`src/rtl/rot_sweep_seq.sv`:
```
// rot_sweep_seq: drives a combinational rotator through a sweep of shift
// amounts for one base word and streams each (amount, result) pair out
// over a valid/ready port.
// Optional build macro ROT_SWEEP_CHECK_EN: adds an internal rotate model
// that raises a sticky err flag when the rotator disagrees with it.
//
// state | meaning
// IDLE  | waiting for start; done pulses here after a finished sweep
// DRIVE | rotator inputs valid; result captured at the end of this cycle
// OUT   | result presented, waiting for res_ready
module rot_sweep_seq #(
  parameter int WIDTH = 32,
  parameter int SHW   = 5
) (
  input  logic             clk,
  input  logic             rst,
  input  logic             start,
  input  logic [WIDTH-1:0] base_data,
  input  logic [SHW-1:0]   amt_first,
  input  logic [SHW-1:0]   amt_last,
  input  logic [SHW-1:0]   amt_step,
  input  logic             dir,
  output logic             busy,
  output logic [WIDTH-1:0] rot_data_in,
  output logic [SHW-1:0]   rot_shift_amount,
  output logic             rot_direction,
  input  logic [WIDTH-1:0] rot_data_out,
  output logic             res_valid,
  input  logic             res_ready,
  output logic [WIDTH-1:0] res_data,
  output logic [SHW-1:0]   res_amount,
  output logic             done,
  output logic             err
);

  typedef enum logic [1:0] {S_IDLE, S_DRIVE, S_OUT} state_t;

  localparam logic [SHW:0] CNT_MAX = (SHW+1)'(WIDTH);

  state_t       state, state_nxt;
  logic [SHW-1:0] last_q, step_q;
  logic [SHW:0]   cnt;
  logic           accept, hs, is_last;

  // The rotator input registers double as the sweep state: rot_data_in is the
  // captured base, rot_direction the captured direction, and rot_shift_amount
  // the current amount. This keeps rot_* stable outside DRIVE for free.

  // State register.
  always_ff @(posedge clk) begin
    if (rst) state <= S_IDLE;
    else     state <= state_nxt;
  end

  // Next-state logic and handshake decode.
  always_comb begin
    state_nxt = state;
    accept    = 1'b0;
    hs        = 1'b0;
    busy      = (state != S_IDLE);
    is_last   = (res_amount == last_q) || (step_q == '0) || (cnt == CNT_MAX);
    case (state)
      S_IDLE: begin
        if (start) begin
          accept    = 1'b1;
          state_nxt = S_DRIVE;
        end
      end
      S_DRIVE: state_nxt = S_OUT;
      S_OUT: begin
        if (res_valid && res_ready) begin
          hs        = 1'b1;
          state_nxt = is_last ? S_IDLE : S_DRIVE;
        end
      end
      default: state_nxt = S_IDLE;
    endcase
  end

  // Sweep configuration, rotator drive, result capture and done pulse.
  always_ff @(posedge clk) begin
    if (rst) begin
      rot_data_in      <= '0;
      rot_shift_amount <= '0;
      rot_direction    <= 1'b0;
      last_q           <= '0;
      step_q           <= '0;
      cnt              <= '0;
      res_valid        <= 1'b0;
      res_data         <= '0;
      res_amount       <= '0;
      done             <= 1'b0;
    end else begin
      done <= 1'b0;
      if (accept) begin
        rot_data_in      <= base_data;
        rot_shift_amount <= amt_first;
        rot_direction    <= dir;
        last_q           <= amt_last;
        step_q           <= amt_step;
        cnt              <= '0;
      end
      if (state == S_DRIVE) begin
        res_data   <= rot_data_out;
        res_amount <= rot_shift_amount;
        res_valid  <= 1'b1;
        cnt        <= cnt + 1'b1;
      end
      if (hs) begin
        res_valid <= 1'b0;
        if (is_last) done <= 1'b1;
        else         rot_shift_amount <= rot_shift_amount + step_q;
      end
    end
  end

`ifdef ROT_SWEEP_CHECK_EN
  logic [2*WIDTH-1:0] dbl;
  logic [WIDTH-1:0]   model_word;

  // Reference rotate: shifting a doubled word exposes the rotated value.
  always_comb begin
    dbl        = '0;
    model_word = '0;
    if (rot_direction) begin
      dbl        = {rot_data_in, rot_data_in} << rot_shift_amount;
      model_word = dbl[2*WIDTH-1:WIDTH];
    end else begin
      dbl        = {rot_data_in, rot_data_in} >> rot_shift_amount;
      model_word = dbl[WIDTH-1:0];
    end
  end

  // Sticky mismatch flag, compared on the same edge that captures the result.
  always_ff @(posedge clk) begin
    if (rst) err <= 1'b0;
    else if ((state == S_DRIVE) && (rot_data_out != model_word)) err <= 1'b1;
  end
`else
  assign err = 1'b0;
`endif

endmodule
```
`config.mk`:
```
export PLATFORM = sky130hd
export DESIGN_NAME = rot_sweep_seq
export DESIGN_NICKNAME = d
export VERILOG_FILES = /design/src/rtl/rot_sweep_seq.sv
export SDC_FILE = /design/constraint.sdc
export NUM_CORES = 1
export LEC_CHECK = 0
export ABC_AREA = 1
export BUFFER_PORTS_ARGS = -buffer_cell sky130_fd_sc_hd__buf_2
export CAP_MARGIN = 40
export CORE_MARGIN = 5
export CORE_UTILIZATION = 38
export CTS_CLUSTER_DIAMETER = 40
export CTS_CLUSTER_SIZE = 40
export DETAILED_ROUTE_END_ITERATION = 16
export PLACE_DENSITY = 0.66
export SYNTH_ARGS = -nofsm -noshare
export SYNTH_HDL_FRONTEND = slang
export SYNTH_SLANG_ARGS = --single-unit
export TNS_END_PERCENT = 30
```
`constraint.sdc`:
```
create_clock -name clk -period 2.2 [get_ports clk]
set_clock_uncertainty 0.15 [all_clocks]
set_input_delay 0.33 -clock clk [delete_from_list [all_inputs] [get_ports clk]]
set_output_delay 0.33 -clock clk [all_outputs]
set_load 0.02 [all_outputs]
```
### Word level (Yosys, flattened, before mapping)

Index checks and enable logic that the tools add are counted.

* flip-flop bits (word level): 95
* output and inout bits: 79

* add/sub/neg operators: 2
* eq/ne operators: 6
* mux-type cells: 14
* bitwise logic cells: 1
* reduce and logical (&&, ||, !) cells: 10

Operator list (number)
* 5-bit 2-to-1 mux: 3
* 6-bit 2-to-1 mux: 2
* 6-bit by 1-bit adder with 6-bit output, second input constant: 1
* 6-bit equality test, second input constant: 1
* 1-bit 2-to-1 mux: 6
* 2-bit one-hot mux with 3 select lines: 1
* 5-bit adder: 1
* 5-bit equality test: 1
* 5-bit logical NOT: 1
* 2-bit 2-to-1 mux: 2
* 2-bit inequality test, second input constant: 2
* 2-bit nonzero test: 2
* 2-bit OR reduction: 2
* 2-bit by 1-bit equality test with 1-bit output, second input constant: 1
* 2-bit equality test, second input constant: 1
* 2-bit logical NOT: 1
* 1-bit logical OR: 2
* 2-bit AND reduction: 1
* 1-bit logical AND: 1
* 1-bit NOT: 1

### Logic depth before layout (Yosys ltp)

Gate-level depths: netlist of run 1.

* depth after elaboration: 6
* gate-level depth with buffers: 10
* mapped depth without buffers: 10

### Worst setup path before layout of run 1

OpenSTA, ideal clock, no wires.

* kind: register -> register
* from: register rot_shift_amount[0]
* to: register rot_shift_amount[4]
* library setup time: 113 ps
* arrival: 1524 ps
* path slack: 413 ps
* cell stages (with the launch flop): 10
* period minus slack after synthesis: 1787 ps
* cells stage by stage: dfxtp_1 -> ha_1 -> inv_1 -> fa_1 -> o21bai_1 -> a21oi_1 -> nand2_1 -> nand2_1 -> nor2_1 -> nor2_1

* longest elaborated chain between the ends: 3

RTL lines
* start: declaration: RTL line 25 `output logic [SHW-1:0] rot_shift_amount,`
* start signal: assignment: RTL line 97 `rot_shift_amount <= amt_first;`
* start signal: assignment: RTL line 112 `else rot_shift_amount <= rot_shift_amount + step_q;`
* 5-bit adder: RTL line 112
* 5-bit 2-to-1 mux: RTL line 111 `if (is_last) done <= 1'b1;`
* 5-bit 2-to-1 mux: RTL line 109 `if (hs) begin`

No other way between the ends.
A chain may end at the register's enable or synchronous reset.

### Worst setup path after layout of run 1

* from: register state[1]
* to: register rot_shift_amount[1]

* longest elaborated chain between the ends: 5
* elaborated cells between the ends (all ways): 7
* those cells by class: 1 x eq/ne; 5 x mux; 1 x reduce/logical

RTL lines
* start: declaration: RTL line 40 `state_t state, state_nxt;`
* start signal: assignment: RTL line 52 `else state <= state_nxt;`
* 2-bit logical NOT: RTL line 62 `case (state)`
* 1-bit 2-to-1 mux: RTL line 62
* 5-bit 2-to-1 mux: RTL line 95 `if (accept) begin`
* 5-bit 2-to-1 mux: RTL line 111
* 5-bit 2-to-1 mux *: RTL line 109

Mark *: on every way between the ends. The rest lies on a longest branch, timed or not.

==> results of run 1 <==
==> cell type report <==
type                            count  share of cell area [%]
Clock buffer                       10                    2.65
Clock inverter                      6                    1.27
Inverter                           31                    2.46
Multi-Input combinational cell    344                    33.1
Sequential cell                    95                    39.4
Tap cell                          133                    3.45
Timing Repair Buffer              167                    17.6
==> state kept, by name (all words and copies together), names as in the netlist, 2 cells and up <==
| register | cells |
|---|---|
| res_data | 32 |
| rot_data_in | 32 |
| cnt | 6 |
| last_q | 5 |
| res_amount | 5 |
| rot_shift_amount | 5 |
| step_q | 5 |
| state | 2 |
==> worst max path at each step <==
stage,start,endpoint,slack [ps]
floorplan,rot_shift_amount[0],rot_shift_amount[4],410
global placement,start,rot_shift_amount[1],420
detailed placement,state[1],rot_shift_amount[1],340
CTS,state[1],rot_shift_amount[1],320
global route,state[1],rot_shift_amount[1],130
finish,state[1],rot_shift_amount[1],340
==> metal layers <==
| metal | part of all wire [%] | vias up |
|---|---|---|
| li1 | - | 1888 |
| met1 | 43 | 1656 |
| met2 | 47 | 121 |
| met3 | 8.9 | 15 |
| met4 | 1.4 | 2 |
| met5 | 0.13 | - |
==> cells in the mapped netlist (2+ instances only) <==
library cell               instances  area share, %
sky130_fd_sc_hd__a21oi_1          18            2.4
sky130_fd_sc_hd__nand3_1           9            1.2
sky130_fd_sc_hd__ha_1              6            2.0
sky130_fd_sc_hd__clkbuf_1         10            1.0
sky130_fd_sc_hd__inv_1            27            2.7
sky130_fd_sc_hd__buf_4             2           0.40
sky130_fd_sc_hd__inv_2             3           0.30
sky130_fd_sc_hd__nand2_1          49            4.9
sky130_fd_sc_hd__nand3_4           2           0.93
sky130_fd_sc_hd__xnor2_1           3           0.70
sky130_fd_sc_hd__nor2_4            2           0.60
sky130_fd_sc_hd__dfxtp_1          95             51
sky130_fd_sc_hd__buf_2            14            1.9
sky130_fd_sc_hd__o21ai_0          82             11
sky130_fd_sc_hd__nand4_1           4           0.67
sky130_fd_sc_hd__nor2_1          158             16
sky130_fd_sc_hd__nor3_1            3           0.40
==> cell families (layout without fill, tap and decap cells) <==
family / count (synthesis) / in the layout / synth area share (%)
AND/OR/NAND/NOR: 227 / 227 / 24.5
AO/OA/AOI/OAI: 106 / 106 / 14.7
flip-flops: 95 / 95 / 50.6
buffers and inverters: 59 / 214 / 6.86
adder cells (fa/ha/maj): 7 / 7 / 2.53
XOR/XNOR: 3 / 3 / 0.700
other: 1 / 1 / 0.0998
==> worst register-to-register path: stages (launching register included) <==
cell and delay [ps]:
sky130_fd_sc_hd__dfxtp_1 390, sky130_fd_sc_hd__inv_2 110, sky130_fd_sc_hd__nand3_4 240, sky130_fd_sc_hd__inv_4 480, sky130_fd_sc_hd__nand2_1 110, sky130_fd_sc_hd__o21ai_1 100, sky130_fd_sc_hd__inv_1 50, sky130_fd_sc_hd__nand2_1 60
sky130_fd_sc_hd__nand2_1 40, sky130_fd_sc_hd__nor2_1 80
==> stage by stage <==
step	hold WS, ps	std cells	setup WS (ps)
final	32.7	786	337
after global routing	22.8	786	134
after CTS	22.5	786	316
after detailed placement	315	770	345
after global placement	303	770	417
after floorplan	293	498	413
==> power breakdown <==
| part | switching [mW] | total [mW] | internal, mW |
|---|---|---|---|
| clock network | 0.596 | 1.12 | 0.522 |
| logic | 0.723 | 1.09 | 0.365 |
| registers | 0.116 | 2.04 | 1.93 |
| total | 1.44 | 4.25 | 2.82 |
==> flow_summary_export.csv, run 1 <==
group,metric,value,unit
power,total_chip_power,4.25,mW
timing,timing_max_transition_violations_final,0,
setup_path,kind_of_critical_path,"reg2reg",
timing,setup-violations-final,0,
grt,number_of_antenna_violations_at_the_first_check_in_global_routing,1,
setup_path,setup.worst_path.start_class,"register",
floorplan,die_area,12000,sq um
finish,layout_net_count,739,
job,cap_violations,0,
detailed_routing,wire_per_inst,13.0,um
finish,non_filler_cell_area_final,4820,sq um
finish,final.fill_count,961,
min_path,min_delay_worst_endpoint,"res_data[17]",
setup_path,r2r_end,"rot_shift_amount[1]",
timing,number_of_hold_slack_violations_in_the_final_timing_report,0,
clock_tree,clock_sinks,95,
synthesis,syn-mean-instance-area,7.54,sq um
synthesis,ys_seq_area_share,50.6,%
placed_design,dp_hpwl,7290,um
timing,max_freq,537,MHz
min_path,worst_hold_stages,3,
clock_tree,clk_pin_slew,100,ps
status,status,"finished clean",
setup_path,required,2350,ps
grt,grt_busiest_layer,"met2",
min_path,hp-class,"in2reg",
synthesis,postSynthRegisterBits,95,
finish,post_route_core_utilization,49.6,%
setup_path,worst_path_max_delay_cell,"sky130_fd_sc_hd__inv_4",
power,power_per_cell_area,881,nW/um^2
setup_path,critical_path.max_stage_delay,470,ps
finish,antenna-diode-count,0,
synthesis,mappedNetlistArea,3760,sq um
finish,layout.cells.most_common,"sky130_fd_sc_hd__buf_2",
setup_path,timing.critical_path.to_type,"register",
placed_design,dpl-instance-area,4630,sq um
floorplan,chipHeight,109,um
setup_path,largest_fanout_of_any_net_on_the_critical_path,45,
setup_path,worst_ep_arrival_time,2010,ps
finish,final_layout_size_suffix_gt1_share,29.4,%
setup_path,setup.reg_to_reg.worst_slack,340,ps
floorplan,starting_density_of_the_core,38.6,%
timing,grt_setup_unrepaired,"no",
power,power.leakage,2.45,nW
grt,grt_first_pass_wirelength,15800,um
placed_design,buffer_ports.inserted,161,
synthesis,synth-edff-count,0,
clock_tree,post_cts.resized_instances,0,
synthesis,synthesis.yosys.warnings,0,
finish,syn2layout_area_growth,28.4,%
grt,grt_start_max_net_pins,46,
clock_tree,root_buffer,"sky130_fd_sc_hd__clkbuf_8",
clock_tree,cts_buffers,9,
synthesis,most_frequently_used_flop_master_after_synthesis,"sky130_fd_sc_hd__dfxtp_1",
floorplan,design.core.area,9730,sq um
timing,final_period_minus_worst_setup_slack,1860,ps
detailed_routing,number_of_vias_in_the_routed_layout,3682,
synthesis,netlist_instances,498,
grt,gr-usage-met2,28.9,%
clock_tree,clock_tree.buffer_depth,2,
detailed_routing,final_antenna_net_count,0,
detailed_routing,wirelength,10200,um
setup_path,cp_cell_sequence,"inv_2 -> nand3_4 -> inv_4 -> nand2_1 -> o21ai_1 -> inv_1 -> nand2_1 -> nand2_1 -> nor2_1",
grt,grt_pass1_vias,3492,
setup_path,category_of_cells_accounting_for_the_largest_share_of_critical_path_delay,"buffers and inverters",
grt,grt_util_met1,19.2,%
setup_path,worst-path-buf-inv,3,
timing,final_min_period_over_clock_period,84.7,%
setup_path,cp.depth,9,
clock_tree,clkLatencyLatePin,360,ps
detailed_routing,detailedRoute.firstIterationViolations,255,
grt,grt_remaining_overflow,0,
clock_tree,clock_tree_from_tritoncts,"done",
placed_design,gp_congestion,0.760,
grt,groute.layer.met3.usage,5.05,%
floorplan,die_width,109,um
synthesis,syn-num-nets,589,
setup_path,path_common_cell,"sky130_fd_sc_hd__nand2_1",
synthesis,synth-async-reset-ratio,0,%
detailed_routing,detail_route.drc_violations,0,
floorplan,io_pins,163,
clock_tree,htree_num_levels,3,
min_path,holdCritStartpoint,"rot_data_out[17]",
floorplan,site_row_count,36,
clock_tree,cts_post_setup_buffers_inserted,0,
power,ir_drop,0.000365,V
finish,multi_input_area,1600,sq um
finish,regArea,1900,sq um
synthesis,netlist-cell-type-count,28,
grt,grt_util_all_layers,16.6,%
clock_tree,cts_hold_repair.buffers,0,
detailed_routing,detailedRoute.firstPassIterationCount,4,
detailed_routing,drt-vias-per-instance,4.68,
timing,setup_total_negative_slack,0,ps
setup_path,worstReg2RegStart,"state[1]",
setup_path,worst_r2r_path_depth,9,
finish,layout_common_cells,"sky130_fd_sc_hd__buf_2 (161), sky130_fd_sc_hd__nor2_1 (158), sky130_fd_sc_hd__dfxtp_1 (95), sky130_fd_sc_hd__o21ai_0 (82), sky130_fd_sc_hd__nand2_1 (49)",
No activity file was read; power rests on OpenSTA's default activity.
==> run 2: changes to the inputs <==
clock period = 1.9 ns   (was 2.2 ns; I/O delays follow)
==> run 2 against run 1 <==
Maximum frequency up 6.9%. Sequential power up 16%. Flip-flop and latch count unchanged. Global-route usage up 0.46 points. Final cell count up 2.7%. Largest power group unchanged. Highest routed layer unchanged. Clock power up 19%. Wire length up 2.2%. Critical path depth unchanged. Sequential share of layout area down 1.8 points. Combinational power up 21%. Hold slack worse by 14 ps. Largest cell class unchanged.
==> flow_summary_export.csv, run 2 (synthesis gave the netlist of run 1 again) <==
group,metric,value,unit
timing,setup_total_negative_slack,0,ps
floorplan,chipHeight,109,um
setup_path,worst_path_max_delay_cell,"sky130_fd_sc_hd__fa_1",
clock_tree,root_buffer,"sky130_fd_sc_hd__clkbuf_8",
power,power_per_cell_area,991,nW/um^2
setup_path,category_of_cells_accounting_for_the_largest_share_of_critical_path_delay,"adder cells",
timing,max_freq,574,MHz
job,cap_violations,0,
finish,final_layout_size_suffix_gt1_share,28.9,%
timing,final.setup.worst_slack,157,ps
finish,final.fill_count,987,
timing,timing_max_transition_violations_final,0,
power,logic_pwr_share,26.3,%
timing,grt_setup_unrepaired,"no",
floorplan,io_pins,163,
power,sequentialPowerShare,47.2,%
clock_tree,cts_post_setup_buffers_inserted,0,
finish,biggestRegsByFlops,"res_data: 32 flops, rot_data_in: 32 flops, cnt: 6 flops",
placed_design,place_ws,125,ps
grt,grt_first_pass_wirelength,16500,um
setup_path,timing.critical_path.to_type,"register",
finish,layout_common_cells,"sky130_fd_sc_hd__buf_2 (161), sky130_fd_sc_hd__nor2_1 (158), sky130_fd_sc_hd__dfxtp_1 (94), sky130_fd_sc_hd__o21ai_0 (82), sky130_fd_sc_hd__nand2_1 (49)",
clock_tree,htree_num_levels,3,
setup_path,critical_path.max_stage_delay,400,ps
timing,final_min_period_over_clock_period,91.7,%
finish,layout_net_count,760,
finish,layout.cells.most_common,"sky130_fd_sc_hd__buf_2",
timing,final_period_minus_worst_setup_slack,1740,ps
detailed_routing,detailedRoute.firstPassIterationCount,4,
floorplan,starting_density_of_the_core,38.6,%
placed_design,dp_hpwl,7360,um
floorplan,design.core.area,9730,sq um
power,switching_share,33.8,%
min_path,hp-class,"in2reg",
setup_path,worst-path-buf-inv,1,
clock_tree,clock_sinks,95,
clock_tree,cts_buffers,9,
clock_tree,clock_tree.buffer_depth,2,
setup_path,kind_of_critical_path,"reg2reg",
power,ir_drop,0.000396,V
setup_path,cp_cell_sequence,"ha_1 -> inv_1 -> fa_1 -> o21bai_1 -> a21oi_1 -> nand2_1 -> nand2_1 -> nor2_1 -> nor2_1",
status,status,"finished clean",
clock_tree,clock_tree_from_tritoncts,"done",
finish,syn2layout_area_growth,34.8,%
grt,grt_start_max_net_pins,63,
detailed_routing,detailedRoute.firstIterationViolations,201,
power,power.net_switching,1.70,mW
grt,grt_remaining_overflow,0,
detailed_routing,wire_per_inst,13.0,um
grt,grt_pass1_vias,3622,
setup_path,setup.worst_path.start_class,"register",
power,total_chip_power,5.02,mW
grt,number_of_antenna_violations_at_the_first_check_in_global_routing,1,
power,power.leakage,2.55,nW
finish,antenna-diode-count,0,
placed_design,buffer_ports.inserted,161,
setup_path,required,2010,ps
setup_path,largest_fanout_of_any_net_on_the_critical_path,3,
timing,setup-violations-final,0,
power,power_report.internal_total,3.32,mW
detailed_routing,number_of_vias_in_the_routed_layout,3747,
clock_tree,clk_pin_slew,100,ps
placed_design,gp_congestion,0.790,
floorplan,die_area,12000,sq um
detailed_routing,drt-vias-per-instance,4.64,
clock_tree,clkLatencyLatePin,350,ps
detailed_routing,final_antenna_net_count,0,
setup_path,worst_ep_arrival_time,1850,ps
detailed_routing,detail_route.drc_violations,0,
power,power.clock.fraction,26.5,%
floorplan,die_width,109,um
floorplan,site_row_count,36,
detailed_routing,wirelength,10500,um
timing,number_of_hold_slack_violations_in_the_final_timing_report,0,
grt,grt_util_all_layers,17.0,%
==> run 2: changes by cell type in the layout (fill, tap and decap cells not counted), moves of 2 or more <==
cell / change
sky130_fd_sc_hd__clkinv_4: +2
sky130_fd_sc_hd__buf_12: +2
sky130_fd_sc_hd__dlygate4sd3_1: +19
sky130_fd_sc_hd__clkinv_2: -2
==> run 2: per-layer routing <==
metal / GRT usage (%) / part of all wire [%] / vias to the layer above
met5: 0 / 0.12 / -
li1: - / - / 1929
met3: 5.93 / 8.4 / 18
met2: 29.4 / 48 / 116
met1: 19.9 / 42 / 1682
met4: 4.81 / 1.6 / 2
==> run 2: path summary, 6_finish.rpt <==
path | startpoint | endpoint | slack, ps | cells past startpoint
min reg2reg | last_q[1] | last_q[1] | 330 | 2
max reg2reg | step_q[0] | rot_shift_amount[4] | 160 | 9
max | step_q[0] | rot_shift_amount[4] | 160 | 9
min | rot_data_out[17] | res_data[17] | 20 | 3
==> run 2: per-stage QoR <==
stage / hold WS [ps] / cells / instance area (sq um) / utilization, %
after floorplan: 270 / 498 / 3760 / -
final: 18.4 / 807 / 5060 / 52.0
after CTS: 0.346 / 806 / 5050 / 51.9
after detailed placement: 313 / 772 / 4670 / 48.0
after global routing: 3.65 / 807 / 5060 / 52.0
after global placement: 304 / 772 / 4670 / 48.0
==> run 2: cell type report <==
class                   instances  area, sq um  area share [%]
clock inverters                 6         70.1            1.38
inverters                      31          119            2.35
flip-flops and latches         95         1900            37.6
repair buffers                188         1080            21.3
well taps                     133          166            3.29
clock buffers                  10          128            2.52
multi-input cells             344         1600            31.5
==> run 2: power groups by stage <==
| stage | sequential, mW | clock, mW | combinational [mW] |
|---|---|---|---|
| floorplan | 2.65 | 0 | 0.590 |
| global placement | 2.40 | 0 | 1.27 |
| detailed placement | 2.41 | 0 | 1.30 |
| CTS | 2.37 | 1.39 | 1.34 |
| global route | 2.40 | 1.47 | 1.48 |
| finish | 2.37 | 1.33 | 1.32 |
==> run 2: repair_timing <==
action / in CTS / in global routing
hold buffers: 18 / 1
endpoints found under the hold margin: 18 / 1
setup endpoints to repair: 0 / 1
resized for setup: 0 / 1
==> run 2: worst reg2reg max path: cells and delay by family (launching register included) <==
family / cells / cell delay [ps]
simple gates: 4 / 240
buf+inv: 1 / 60
flops: 1 / 360
fa+ha+maj: 2 / 590
compound gates: 2 / 260
==> run 3: changes to the inputs <==
MAX_ROUTING_LAYER = met4   (was default)
==> run 3 against run 2 <==
Sequential share of layout area is essentially flat. Setup slack lost 0.86 ps. Wire length about the same. First-iteration DRC count up 11%. Clock-buffer cell count unchanged. Critical path depth is the same. Sequential power hardly changed. Clock power hardly changed. Total power is essentially flat. Combinational power about the same. Maximum frequency is essentially flat.
==> flow_summary_export.csv, run 3 (synthesis gave the netlist of run 1 again) <==
group,metric,value,unit
status,status,"finished clean",
clock_tree,clk_pin_slew,100,ps
power,power.net_switching,1.70,mW
detailed_routing,wire_per_inst,12.9,um
grt,grt_pass1_vias,3625,
setup_path,required,2010,ps
detailed_routing,number_of_vias_in_the_routed_layout,3750,
setup_path,setup.worst_path.start_class,"register",
detailed_routing,detailedRoute.firstPassIterationCount,4,
grt,grt_first_pass_wirelength,16500,um
timing,final_min_period_over_clock_period,91.8,%
timing,setup-violations-final,0,
finish,multi_input_area,1600,sq um
clock_tree,clock_sinks,95,
clock_tree,clock_tree.buffer_depth,2,
timing,final_period_minus_worst_setup_slack,1740,ps
detailed_routing,drt-vias-per-instance,4.64,
timing,number_of_hold_slack_violations_in_the_final_timing_report,0,
finish,biggestRegsByFlops,"res_data: 32 flops, rot_data_in: 32 flops, cnt: 6 flops",
grt,grt_remaining_overflow,0,
setup_path,largest_fanout_of_any_net_on_the_critical_path,3,
grt,grt_start_max_net_pins,63,
setup_path,worst_ep_arrival_time,1850,ps
grt,number_of_antenna_violations_at_the_first_check_in_global_routing,1,
setup_path,cp_cell_sequence,"ha_1 -> inv_1 -> fa_1 -> o21bai_1 -> a21oi_1 -> nand2_1 -> nand2_1 -> nor2_1 -> nor2_1",
clock_tree,cts_buffers,9,
timing,setup_total_negative_slack,0,ps
placed_design,gp_congestion,0.801,
job,cap_violations,0,
clock_tree,htree_num_levels,3,
clock_tree,clock_tree_from_tritoncts,"done",
floorplan,site_row_count,36,
detailed_routing,detailedRoute.firstIterationViolations,223,
power,sequentialPowerShare,47.2,%
grt,grt_util_all_layers,17.5,%
detailed_routing,final_antenna_net_count,0,
setup_path,worst-path-buf-inv,1,
clock_tree,clkLatencyLatePin,350,ps
setup_path,kind_of_critical_path,"reg2reg",
finish,syn2layout_area_growth,34.9,%
finish,final_layout_size_suffix_gt1_share,28.9,%
placed_design,dp_hpwl,7360,um
power,power_per_cell_area,991,nW/um^2
floorplan,starting_density_of_the_core,38.6,%
min_path,hp-class,"in2reg",
setup_path,timing.critical_path.to_type,"register",
floorplan,design.core.area,9730,sq um
finish,layout.cells.most_common,"sky130_fd_sc_hd__buf_2",
power,logic_pwr_share,26.3,%
finish,regArea,1900,sq um
finish,post_route_core_utilization,52.1,%
timing,timing_max_transition_violations_final,0,
setup_path,critical_path.max_stage_delay,400,ps
detailed_routing,detail_route.drc_violations,0,
finish,layout_net_count,760,
power,power.clock.fraction,26.5,%
power,ir_drop,0.000395,V
finish,final.fill_count,986,
power,switching_share,33.8,%
detailed_routing,wirelength,10400,um
clock_tree,root_buffer,"sky130_fd_sc_hd__clkbuf_8",
timing,max_freq,574,MHz
setup_path,category_of_cells_accounting_for_the_largest_share_of_critical_path_delay,"adder cells",
timing,grt_setup_unrepaired,"no",
power,power.leakage,2.55,nW
floorplan,die_width,109,um
floorplan,io_pins,163,
floorplan,chipHeight,109,um
power,power_report.internal_total,3.32,mW
floorplan,die_area,12000,sq um
placed_design,buffer_ports.inserted,161,
finish,layout_common_cells,"sky130_fd_sc_hd__buf_2 (161), sky130_fd_sc_hd__nor2_1 (158), sky130_fd_sc_hd__dfxtp_1 (94), sky130_fd_sc_hd__o21ai_0 (82), sky130_fd_sc_hd__nand2_1 (49)",
setup_path,worst_path_max_delay_cell,"sky130_fd_sc_hd__fa_1",
==> run 3: routing by layer <==
metal / up-vias / track usage [%] / wire length (um)
li1: 1929 / - / -
met1: 1675 / 20.2 / 4390
met4: 0 / 4.81 / 169
met5: - / - / 0
met2: 128 / 29.4 / 4910
met3: 18 / 5.58 / 971
==> run 3: worst min-delay path, stage by stage <==
cell and delay [ps]:
sky130_fd_sc_hd__buf_2 70, sky130_fd_sc_hd__nor2_1 30, sky130_fd_sc_hd__nor2_1 90
==> run 3: what timing repair did <==
| item | in CTS | in global routing |
|---|---|---|
| hold buffers | 18 | 1 |
| endpoints found under the hold margin | 18 | 1 |
| endpoints found under the setup margin | 0 | 1 |
| setup buffers | 0 | 0 |
| gates resized for setup | 0 | 1 |
==> run 3: area by class of cell <==
type / count / share of cell area, %
flip-flops and latches: 95 / 37.6
multi-input cells: 344 / 31.5
repair buffers: 188 / 21.3
well taps: 133 / 3.28
clock buffers: 10 / 2.52
inverters: 31 / 2.35
clock inverters: 6 / 1.38
diodes: 1 / 0.0494
==> run 3: power by group through the flow <==
stage / Sequential [mW] / Clock [mW] / Combinational [mW]
after floorplan: 2.65 / 0 / 0.590
final: 2.37 / 1.33 / 1.32
after detailed placement: 2.41 / 0 / 1.30
after CTS: 2.37 / 1.39 / 1.34
after global placement: 2.40 / 0 / 1.27
after global routing: 2.40 / 1.47 / 1.48
==> run 3: per-stage QoR <==
stage / setup slack [ps] / power [mW] / instance area [sq um] / std cells / hold WS [ps]
global route: 8.45 / 5.35 / 5070 / 808 / 3.72
global placement: 200 / 3.68 / 4670 / 772 / 304
detailed placement: 125 / 3.71 / 4670 / 772 / 313
floorplan: 113 / 3.24 / 3760 / 498 / 270
CTS: 117 / 5.09 / 5050 / 806 / 0.346
finish: 157 / 5.02 / 5070 / 808 / 18.6
==> run 3: worst paths after layout <==
kind | depth (start not counted) | slack [ps] | start | endpoint
worst max-delay path | 9 | 160 | step_q[0] | rot_shift_amount[4]
worst min-delay path | 3 | 20 | rot_data_out[17] | res_data[17]
worst max register to register | 9 | 160 | step_q[0] | rot_shift_amount[4]
worst min register to register | 2 | 330 | last_q[1] | last_q[1]
